**src/rtl/game_pkg.sv**
```systemverilog
// Shared definitions for the level-progression interface: level codes exchanged
// with the level FSM and the status controller's state encoding.
package game_pkg;

    localparam logic [1:0] LVL1_CODE      = 2'b00;
    localparam logic [1:0] LVL2_CODE      = 2'b01;
    localparam logic [1:0] WIN_CODE       = 2'b10;
    localparam logic [1:0] GAME_OVER_CODE = 2'b11;

    typedef enum logic [2:0] {
        PLAY,
        INVULN,
        FINISH_REQ,
        DEAD,
        DONE
    } status_state_t;

    // Increment that sticks at the ceiling instead of wrapping.
    function automatic logic [2:0] sat_inc3(input logic [2:0] value, input logic [2:0] ceiling);
        return (value >= ceiling) ? value : value + 3'd1;
    endfunction

endpackage

```
**src/rtl/frame_counter.sv**
```systemverilog
// Loadable down-counter stepped by a frame tick; flags the tick that empties it.
module frame_counter #(
    parameter int WIDTH = 6
) (
    input  logic             clk,
    input  logic             resetN,
    input  logic             clear_i,
    input  logic             load_i,
    input  logic [WIDTH-1:0] load_val_i,
    input  logic             tick_i,
    output logic             zero_o,
    output logic             last_tick_o
);

    logic [WIDTH-1:0] count_q;
    logic [WIDTH-1:0] count_d;

    always_comb begin
        // NOTE: default assignment first so every path drives count_d and no latch is inferred.
        count_d = count_q;
        if (clear_i) begin
            count_d = '0;
        end else if (load_i) begin
            count_d = load_val_i;
        end else if (tick_i && (count_q != '0)) begin
            count_d = count_q - WIDTH'(1);
        end
    end

    always_ff @(posedge clk or negedge resetN) begin
        // NOTE: non-blocking so every register updates from pre-edge values.
        if (!resetN) begin
            count_q <= '0;
        end else begin
            count_q <= count_d;
        end
    end

    assign zero_o      = (count_q == '0);
    assign last_tick_o = tick_i && (count_q == WIDTH'(1));

endmodule

```
**src/rtl/game_status_ctrl.sv**
```systemverilog
// Lives, hit immunity and goal dwell; raises finishFlag once per level and holds
// it until the level FSM acknowledges by changing levelCode.
module game_status_ctrl
    import game_pkg::*;
#(
    parameter int INIT_LIVES        = 3,
    parameter int MAX_LIVES         = 5,
    parameter int INVULN_FRAMES     = 60,
    parameter int GOAL_DWELL_FRAMES = 4
) (
    input  logic       clk,
    input  logic       resetN,
    input  logic       startOfFrame,
    input  logic       playerHitHazard,
    input  logic       playerAtGoal,
    input  logic       extraLife,
    input  logic [1:0] levelCode,
    input  logic       levelUp,
    output logic       gameOver,
    output logic       finishFlag,
    output logic [2:0] lives,
    output logic       invulnerable,
    output logic [1:0] levelsCleared
);

    localparam int TW = $clog2(INVULN_FRAMES + 1);
    localparam int DW = $clog2(GOAL_DWELL_FRAMES + 1);

    status_state_t state_q, state_d;

    logic [2:0]    lives_q, lives_d;
    logic [DW-1:0] dwell_q, dwell_d;
    logic [1:0]    code_q, code_d;
    logic [1:0]    cleared_q, cleared_d;
    logic          game_over_q, game_over_d;
    logic          finish_q, finish_d;
    logic          invuln_q, invuln_d;

    logic dwell_active;
    logic goal_reached;
    logic capture;
    logic timer_load;
    logic timer_zero;
    logic timer_expire;

    frame_counter #(
        .WIDTH (TW)
    ) u_invuln_timer (
        .clk         (clk),
        .resetN      (resetN),
        .clear_i     (state_d != INVULN),
        .load_i      (timer_load),
        .load_val_i  (TW'(INVULN_FRAMES)),
        .tick_i      (startOfFrame && (state_q == INVULN)),
        .zero_o      (timer_zero),
        .last_tick_o (timer_expire)
    );

    // Goal dwell: counts frames spent at the goal; goalReached is the one step onto the ceiling.
    assign dwell_active = (state_q == PLAY) || (state_q == INVULN);
    assign goal_reached = dwell_active && startOfFrame && playerAtGoal &&
                          (dwell_q == DW'(GOAL_DWELL_FRAMES - 1));

    always_comb begin
        dwell_d = dwell_q;
        if (!dwell_active) begin
            dwell_d = '0;
        end else if (startOfFrame) begin
            if (!playerAtGoal) begin
                dwell_d = '0;
            end else if (dwell_q != DW'(GOAL_DWELL_FRAMES)) begin
                dwell_d = dwell_q + DW'(1);
            end
        end
    end

    always_ff @(posedge clk or negedge resetN) begin
        if (!resetN) begin
            state_q     <= PLAY;
            lives_q     <= 3'(INIT_LIVES);
            dwell_q     <= '0;
            code_q      <= LVL1_CODE;
            cleared_q   <= '0;
            game_over_q <= 1'b0;
            finish_q    <= 1'b0;
            invuln_q    <= 1'b0;
        end else begin
            state_q     <= state_d;
            lives_q     <= lives_d;
            dwell_q     <= dwell_d;
            code_q      <= code_d;
            cleared_q   <= cleared_d;
            game_over_q <= game_over_d;
            finish_q    <= finish_d;
            invuln_q    <= invuln_d;
        end
    end

    always_comb begin
        state_d    = state_q;
        timer_load = 1'b0;
        capture    = 1'b0;
        unique case (state_q)
            PLAY: begin
                if (playerHitHazard) begin
                    if ((lives_q == 3'd1) && !extraLife) begin
                        state_d = DEAD;
                    end else begin
                        state_d    = INVULN;
                        timer_load = 1'b1;
                    end
                end else if (goal_reached) begin
                    state_d = FINISH_REQ;
                    capture = 1'b1;
                end
            end
            INVULN: begin
                if (goal_reached) begin
                    state_d = FINISH_REQ;
                    capture = 1'b1;
                end else if (timer_expire || timer_zero) begin
                    state_d = PLAY;
                end
            end
            FINISH_REQ: begin
                // The acknowledgement is any change of code; codes without a meaning here keep waiting.
                if (levelCode != code_q) begin
                    case (levelCode)
                        LVL2_CODE:      state_d = PLAY;
                        WIN_CODE:       state_d = DONE;
                        GAME_OVER_CODE: state_d = DEAD;
                        default:        state_d = FINISH_REQ;
                    endcase
                end
            end
            DEAD, DONE: state_d = state_q;
            default:    state_d = PLAY;
        endcase
        if ((levelCode == GAME_OVER_CODE) && (state_q != DONE)) begin
            state_d = DEAD;
        end
    end

    always_comb begin
        lives_d     = lives_q;
        code_d      = code_q;
        cleared_d   = cleared_q;
        game_over_d = (state_d == DEAD);
        finish_d    = (state_d == FINISH_REQ);
        invuln_d    = (state_d == INVULN);

        if (capture) begin
            code_d = levelCode;
        end

        // A pickup in the same cycle as an accepted hit cancels it out.
        if (state_d == DEAD) begin
            lives_d = '0;
        end else if ((state_q == PLAY) && playerHitHazard) begin
            lives_d = extraLife ? lives_q : lives_q - 3'd1;
        end else if (dwell_active && extraLife) begin
            lives_d = sat_inc3(lives_q, 3'(MAX_LIVES));
        end

        if (levelUp && (cleared_q != 2'd3)) begin
            cleared_d = cleared_q + 2'd1;
        end
    end

    assign gameOver      = game_over_q;
    assign finishFlag    = finish_q;
    assign lives         = lives_q;
    assign invulnerable  = invuln_q;
    assign levelsCleared = cleared_q;

endmodule

```
**config.mk**
```make
export PLATFORM = sky130hd
export DESIGN_NAME = game_status_ctrl
export DESIGN_NICKNAME = d
export VERILOG_FILES = /design/src/rtl/game_pkg.sv /design/src/rtl/frame_counter.sv /design/src/rtl/game_status_ctrl.sv
export SDC_FILE = /design/constraint.sdc
export NUM_CORES = 1
export LEC_CHECK = 0
export CAP_MARGIN = 20
export CORE_MARGIN = 2
export CORE_UTILIZATION = 35
export DETAILED_ROUTE_END_ITERATION = 10
export GPL_TIMING_DRIVEN = 1
export HOLD_SLACK_MARGIN = 0.03
export PLACE_DENSITY = 0.56
export SYNTH_ARGS = -nofsm -noshare
export SYNTH_HDL_FRONTEND = slang
export SYNTH_SLANG_ARGS = --single-unit
```
**constraint.sdc**
```tcl
create_clock -name clk -period 6.8 [get_ports clk]
set_clock_uncertainty 0.15 [all_clocks]
set_input_delay 1.02 -clock clk [delete_from_list [all_inputs] [get_ports clk]]
set_output_delay 1.02 -clock clk [all_outputs]
set_load 0.01 [all_outputs]
```
==> results of run 1 <==
-- per-stage QoR --
| step | instance area (sq um) | setup WS [ps] |
|---|---|---|
| finish | 1720 | 3880 |
| global route | 1720 | 3770 |
| CTS | 1710 | 3890 |
| detailed placement | 1670 | 3620 |
| global placement | 1670 | 3690 |
| floorplan | 1490 | 4420 |
-- critical path: stages --
cell and delay (ps):
clkdlybuf4s50_1 590, nand3_1 170, o2111a_1 180, o311ai_1 800, nor4_1 120
-- routing by layer --
layer	global-route usage	up-vias
li1	-	588
met4	0.0566	0
met5	0	-
met1	0.193	572
met2	0.220	20
met3	0.0174	6
-- report_power, final --
group	internal [W]	total, W	leakage, nW	switching, W
combinational	0.000143	0.000299	0.423	0.000156
clock	0.0000394	0.0000782	0.0216	0.0000387
sequential	0.000174	0.000224	0.287	0.0000501
total	0.000357	0.000601	0.731	0.000244
-- state kept, by name, summed over array words and instances, names as in the netlist --
signal,count
finishFlag,1
dwell_q,3
lives,3
u_invuln_timer.count_q,6
state_q,3
invulnerable,1
gameOver,1
code_q,2
levelsCleared,2
-- cells in the final DEF (no fill, tap or decap), drive strengths merged, types with 2 or more instances in the layout --
cell and instances:
o21a 2, mux2 4, or3 5, a22oi 2, or4 2, xor2 3
a211o 2, clkdlybuf4s50 16, nor2b 3, or2b 2, nor3b 3, nor4 4
a2111oi 2, a21oi 7, ha 12, inv 12, nand4b 2, dfstp 2
a211oi 5, clkbuf 3, nand2 5, dfrtp 20, and3 3, o21ai 8
or2 3, nand4bb 2, nand3 2, nor2 10, nor3 2, xnor2 4
-- cell families after synthesis --
| group | Yosys count | synth area share |
|---|---|---|
| buffers and inverters | 17 | 0.0604 |
| DFF | 22 | 0.371 |
| xor gates and xnor gates | 7 | 0.0411 |
| and+or+nand+nor | 50 | 0.202 |
| adders and majority gates | 12 | 0.101 |
| AOI/OAI and AO/OA | 39 | 0.188 |
| muxes | 5 | 0.0369 |
-- how the worst max path moves through the flow --
| stage | end | cells after the start |
|---|---|---|
| finish | u_invuln_timer.count_q[2]$_DFFE_PN0P_ | 5 |
| detailed placement | u_invuln_timer.count_q[0]$_DFFE_PN0P_ | 5 |
| CTS | u_invuln_timer.count_q[1]$_DFFE_PN0P_ | 5 |
| global route | u_invuln_timer.count_q[4]$_DFFE_PN0P_ | 5 |
| floorplan | lives[1]$_DFFE_PN1P_ | 5 |
| global placement | u_invuln_timer.count_q[2]$_DFFE_PN0P_ | 5 |
-- final cells by class --
| cell class | count | area (sq um) | area share |
|---|---|---|---|
| Clock buffer | 3 | 41.3 | 0.0239 |
| Tap cell | 50 | 62.6 | 0.0363 |
| Timing Repair Buffer | 17 | 175 | 0.102 |
| Inverter | 12 | 45.0 | 0.0261 |
| Sequential cell | 22 | 553 | 0.321 |
| Multi-Input combinational cell | 113 | 847 | 0.491 |
==> reports/metrics.cfg, run 1 <==
[sta]
slew_headroom = 0.380
drv_slew = 0
setup_viol = 0
rsz0062_at_grt = no
worst_pin_slew_ps = 915
fmax_ghz = 0.342
min_period_ps = 2920
hold_viol_final = 0
holdWs_ps = 357
finalSetupTns_ps = 0
period_share = 0.429

[cts]
ctsResizeCount = 0
clockBufferDepth = 2
cts_setup_buffers = 0
numCtsBuffers = 3
clk_latency_ps = 260
clk_pin_slew_ps = 80
cts_tree = yes
cts_sinks = 22
cts_root_buf = clkbuf_8
h-tree-depth = 1
holdBufCountCts = 0

[die]
die_h_um = 69.3
fp.dieArea_sq_mm = 0.00480
die_w_um = 69.3
num_io_pins = 17
coreArea_sq_mm = 0.00406
rows = 23
start_util = 0.367

[min_path]
min_to = levelsCleared[0]$_DFFE_PN0P_
min_delay_path_depth = 1
min_from = levelsCleared[0]$_DFFE_PN0P_
min_path_type = reg -> reg

[route]
drt-pass1-iter-count = 4
met3_length_um = 83
routed.top_layer = met4
wl_mm = 3.13
vias = 1186
drt_iter0_drc = 46
detail-route-antenna-nets = 0
drc_errors = 0
wl_met2_mm = 1.49
via_per_inst = 5.47
route.detailed.wl_per_inst_um = 14.4
wirelength_met1_mm = 1.51

[layout]
nNetsFinal = 190
drive_gt1_frac = 0.120
nFillCells = 401
area_growth_pct = 15.7
diodes = 0
fin_cells = 217
fin_util = 0.425

[logic_synthesis]
synth-edff-count = 0
yosys_warnings = 0
async_flop_share = 1.00
synth.top_cells.by_count = dfrtp_1, ha_1, inv_1
yosysMostFrequentCell = dfrtp_1
ys_seq_area_frac = 0.371
ys_seq_elements = 22
synthDistinctLibCells = 46
syn_nets = 173
ys.flop_type = dfrtp_1
yosysTopAreaCellShare = 0.336
netlist_instances = 152
avgSynthCellArea_sq_um = 9.80
ys_top_cells_by_area = dfrtp_1, ha_1, dfstp_2
synth_top_area_cell = dfrtp_1
syn_area_sq_mm = 0.00149

[grt]
grt_pass1_wl_mm = 5.56
grt_max_degree = 23
grt_usage = 0.139
antenna_found_initial = 0
grt_overflow = 0
grt_pass1_vias = 1187

[status]
status = completed

[setup_path]
reg2reg_depth = 4
critPathKind = in -> reg
r2r_slack_ps = 4330
critPathRequiredTime_ps = 6760
critPathMaxFanout = 7
worstReg2RegEnd = u_invuln_timer.count_q[2]$_DFFE_PN0P_
worstSetupEndpointType = flop
start_kind = input pin
arrival_ps = 2880
cp-startpoint = startOfFrame
r2r-start = u_invuln_timer.count_q[3]$_DFFE_PN0P_

[power]
power.density_mw_per_mm2 = 349
power_w = 0.000601
irDropWorstVdd_mv = 0.118
leakagePower_nw = 0.731

[place]
io_buffers = 16
gp_congestion = 0.882
dp_hpwl_mm = 2.40
dpl.cell_count = 213

[flow_run]
maxCapViolations = 0

Power figures use the tool's default switching activity.
==> run 2, diff against run 1 <==
Clock period 6.8 ns to 2.95 ns, I/O delays scaled along.
==> reports/metrics.cfg, run 2 (synthesized netlist as in run 1, its figures left out) <==
[cts]
clk_pin_slew_ps = 80
clockBufferDepth = 2
cts_tree = yes
ctsResizeCount = 0
cts_sinks = 22
h-tree-depth = 1
clk_latency_ps = 260
holdBufCountCts = 0
cts_root_buf = clkbuf_8
cts_setup_buffers = 0
numCtsBuffers = 3

[die]
num_io_pins = 17
die_h_um = 69.3
coreArea_sq_mm = 0.00406
fp.dieArea_sq_mm = 0.00480
rows = 23
start_util = 0.367
die_w_um = 69.3

[route]
drc_errors = 0
met3_length_um = 148
route.detailed.wl_per_inst_um = 15.4
wl_met2_mm = 1.61
drt-pass1-iter-count = 4
vias = 1196
wirelength_met1_mm = 1.53
detail-route-antenna-nets = 0
wl_mm = 3.35
via_per_inst = 5.49
routed.top_layer = met4
drt_iter0_drc = 35

[setup_path]
critPathMaxFanout = 7
worstReg2RegEnd = u_invuln_timer.count_q[2]$_DFFE_PN0P_
start_kind = flop
worstSetupEndpointType = flop
reg2reg_depth = 4
critPathRequiredTime_ps = 2910
critPathKind = reg -> reg
max_stage_delay_ps = 820
cp_slowest_cell = o311ai_1
arrival_ps = 2470
crit_chain = or4_1 -> o2111a_1 -> o311ai_1 -> nor4_1
r2r_slack_ps = 440
r2r-start = u_invuln_timer.count_q[3]$_DFFE_PN0P_

[layout]
fin_cells = 218
drive_gt1_frac = 0.125
largest_reg_flops = 6
diodes = 0
nNetsFinal = 190
top_register = u_invuln_timer.count_q
postLayoutCellArea_sq_mm = 0.00173
final_common_cell = dfrtp_1
area_growth_pct = 16.1
mostFrequentLayoutCells = dfrtp_1, clkdlybuf4s50_1, inv_1, ha_1, nor2_1
nFillCells = 379

[grt]
grt_overflow = 0
grt_usage = 0.144
antenna_found_initial = 0
grt_max_degree = 23
grt_pass1_vias = 1168
grt_pass1_wl_mm = 5.48

[power]
p_switching_w = 0.000585
p_seq_frac = 0.359
leakagePower_nw = 0.735
p_sw_frac = 0.408
power.share.clock = 0.151
internal-power_w = 0.000850
irDropWorstVdd_mv = 0.275
power.density_mw_per_mm2 = 829
combPwrFrac = 0.490

[place]
place_area_sq_mm = 0.00168
gp_congestion = 0.852
io_buffers = 16
dpl.cell_count = 214
dp_slack_ps = 306
dp_hpwl_mm = 2.48

[sta]
min_period_ps = 2510
drv_slew = 0
hold_viol_final = 0
fmax_ghz = 0.398
finalSetupTns_ps = 0
slew_headroom = 0.359
worst_pin_slew_ps = 947
period_share = 0.851
rsz0062_at_grt = no
setup_viol = 0
setup_ws_ps = 440

[min_path]
min_delay_path_depth = 1
min_path_type = reg -> reg
min_to = levelsCleared[0]$_DFFE_PN0P_
min_from = levelsCleared[0]$_DFFE_PN0P_

[flow_run]
maxCapViolations = 0

[status]
status = completed

run 2: cell count changes in the layout (fill, tap and decap cells not counted), sizes merged:
cell	before	now
clkbuf	3	4
run 2: power by group through the flow:
| stage | sequential [W] | clock [W] | combinational (W) |
|---|---|---|---|
| after detailed placement | 0.000520 | 0 | 0.000704 |
| after global placement | 0.000515 | 0 | 0.000676 |
| after global routing | 0.000537 | 0.000239 | 0.000777 |
| after CTS | 0.000514 | 0.000223 | 0.000710 |
| after floorplan | 0.000497 | 0 | 0.000501 |
| final | 0.000515 | 0.000217 | 0.000703 |
run 2: final cells by class:
cell class                      count  area, sq um  area share
Timing Repair Buffer               17          168      0.0969
Clock buffer                        4         55.1      0.0318
Inverter                           12         45.0      0.0260
Sequential cell                    22          553       0.320
Multi-Input combinational cell    113          847       0.490
Tap cell                           50         62.6      0.0362
run 2: through the flow:
step	power, W	hold slack [ps]	utilization
final	0.00143	355	0.426
after CTS	0.00145	361	0.426
after global routing	0.00155	394	0.426
after global placement	0.00119	335	0.413
after detailed placement	0.00122	347	0.413
after floorplan	0.000998	-3.09	-
run 2: per-layer routing:
layer | global-route usage | up-vias
li1 | - | 590
met1 | 0.187 | 569
met2 | 0.235 | 32
met3 | 0.0233 | 5
met4 | 0.0654 | 0
met5 | 0 | -
run 2: worst max-delay path by stage:
stage | start | to | depth (start not counted)
floorplan | u_invuln_timer.count_q[3]$_DFFE_PN0P_ | lives[1]$_DFFE_PN1P_ | 5
global placement | startOfFrame | u_invuln_timer.count_q[2]$_DFFE_PN0P_ | 5
detailed placement | startOfFrame | u_invuln_timer.count_q[5]$_DFFE_PN0P_ | 5
CTS | u_invuln_timer.count_q[2]$_DFFE_PN0P_ | u_invuln_timer.count_q[5]$_DFFE_PN0P_ | 4
global route | u_invuln_timer.count_q[2]$_DFFE_PN0P_ | u_invuln_timer.count_q[5]$_DFFE_PN0P_ | 4
finish | u_invuln_timer.count_q[3]$_DFFE_PN0P_ | u_invuln_timer.count_q[2]$_DFFE_PN0P_ | 4
run 2: critical path: cells and delay by family, from the launching register on:
family	cells	cell delay [ps]
simple gates	2	680
compound gates	2	1100
flops	1	420
==> run 3, diff against run 2 <==
Settings changed: CORE_MARGIN 2 to not set.
==> reports/metrics.cfg, run 3 (synthesized netlist as in run 1, its figures left out) <==
[grt]
grt_pass1_vias = 1222
grt_usage = 0.164
grt_max_degree = 23
grt_overflow = 0
antenna_found_initial = 0
grt_pass1_wl_mm = 5.58

[power]
p_sw_frac = 0.409
p_seq_frac = 0.360
power.share.clock = 0.155
leakagePower_nw = 0.735
power.density_mw_per_mm2 = 832
p_switching_w = 0.000590
combPwrFrac = 0.485
internal-power_w = 0.000851
irDropWorstVdd_mv = 0.393

[min_path]
min_delay_path_depth = 1
min_path_type = reg -> reg

[route]
wl_mm = 3.28
detail-route-antenna-nets = 0
drt-pass1-iter-count = 4
via_per_inst = 5.69
vias = 1240
drt_iter0_drc = 40
route.detailed.wl_per_inst_um = 15.0
drc_errors = 0

[layout]
diodes = 0
top_register = u_invuln_timer.count_q
postLayoutCellArea_sq_mm = 0.00173
nNetsFinal = 190
largest_reg_flops = 6
area_growth_pct = 16.1
final_common_cell = dfrtp_1
drive_gt1_frac = 0.125
mostFrequentLayoutCells = dfrtp_1, clkdlybuf4s50_1, inv_1, ha_1, nor2_1

[setup_path]
r2r_slack_ps = 480
critPathKind = reg -> reg
critPathRequiredTime_ps = 2910
worstSetupEndpointType = flop
arrival_ps = 2430
start_kind = flop
critPathMaxFanout = 7
reg2reg_depth = 4

[die]
fp.dieArea_sq_mm = 0.00452
die_w_um = 67.3
die_h_um = 67.3
start_util = 0.367
coreArea_sq_mm = 0.00406
rows = 23
num_io_pins = 17

[sta]
worst_pin_slew_ps = 896
setup_viol = 0
rsz0062_at_grt = no
finalSetupTns_ps = 0
slew_headroom = 0.393
period_share = 0.836
fmax_ghz = 0.405
drv_slew = 0
min_period_ps = 2470
hold_viol_final = 0

[cts]
ctsResizeCount = 0
holdBufCountCts = 0
clk_latency_ps = 270
clk_pin_slew_ps = 80
h-tree-depth = 1
clockBufferDepth = 2
cts_setup_buffers = 0
cts_root_buf = clkbuf_8
cts_sinks = 22
cts_tree = yes
numCtsBuffers = 3

[place]
gp_congestion = 0.845
io_buffers = 16
place_area_sq_mm = 0.00168
dp_hpwl_mm = 2.40

[flow_run]
maxCapViolations = 0

[status]
status = completed

-- run 3: cell counts in the layout (fill, tap and decap cells not counted) --
No cell type changed its count.
-- run 3: power by group through the flow --
stage               logic, W  registers [W]  clock network [W]
floorplan           0.000501       0.000497                  0
global placement    0.000671       0.000514                  0
detailed placement  0.000691       0.000522                  0
CTS                 0.000699       0.000517           0.000232
global route        0.000774       0.000533           0.000243
finish              0.000698       0.000518           0.000223
-- run 3: worst max-delay path: stages, from the launching register on --
cell and delay, ps:
dfrtp_1 430, or4_1 540, o2111a_1 280, o311ai_1 790, nor4_1 120
-- run 3: area by class of cell --
cell class / instances / area (sq um)
Multi-Input combinational cell: 113 / 847
Inverter: 12 / 45.0
Clock buffer: 4 / 55.1
Timing Repair Buffer: 17 / 168
Fill cell: 398 / 2330
Sequential cell: 22 / 553
Tap cell: 50 / 62.6
-- run 3: path summary, 6_finish.rpt --
path	start	end
worst max-delay path	u_invuln_timer.count_q[3]$_DFFE_PN0P_	u_invuln_timer.count_q[0]$_DFFE_PN0P_
worst min-delay path	levelsCleared[0]$_DFFE_PN0P_	levelsCleared[0]$_DFFE_PN0P_
worst max register to register	u_invuln_timer.count_q[3]$_DFFE_PN0P_	u_invuln_timer.count_q[0]$_DFFE_PN0P_
worst min register to register	levelsCleared[0]$_DFFE_PN0P_	levelsCleared[0]$_DFFE_PN0P_
max in group asynchronous	resetN	lives[0]$_DFFE_PN1P_
min in group asynchronous	resetN	dwell_q[2]$_DFFE_PN0P_
-- run 3: layer usage --
layer	vias up	part of all wire	wire length [um]	global-route usage
met4	0	0.015	48	0.0665
met3	4	0.047	155	0.0236
li1	594	-	-	-
met1	609	0.46	1510	0.206
met2	33	0.48	1560	0.279
met5	-	0	0	0
-- run 3: stage by stage --
step                      power (W)  worst slack (ps)  std cells  hold slack (ps)  utilization
final                       0.00144               483        218              360        0.426
after global routing        0.00155               331        218              386        0.426
after global placement      0.00118               377        214              331        0.413
after floorplan            0.000998               762        152            -3.09            -
after detailed placement    0.00121               320        214              357        0.413
after CTS                   0.00145               469        218              373        0.426
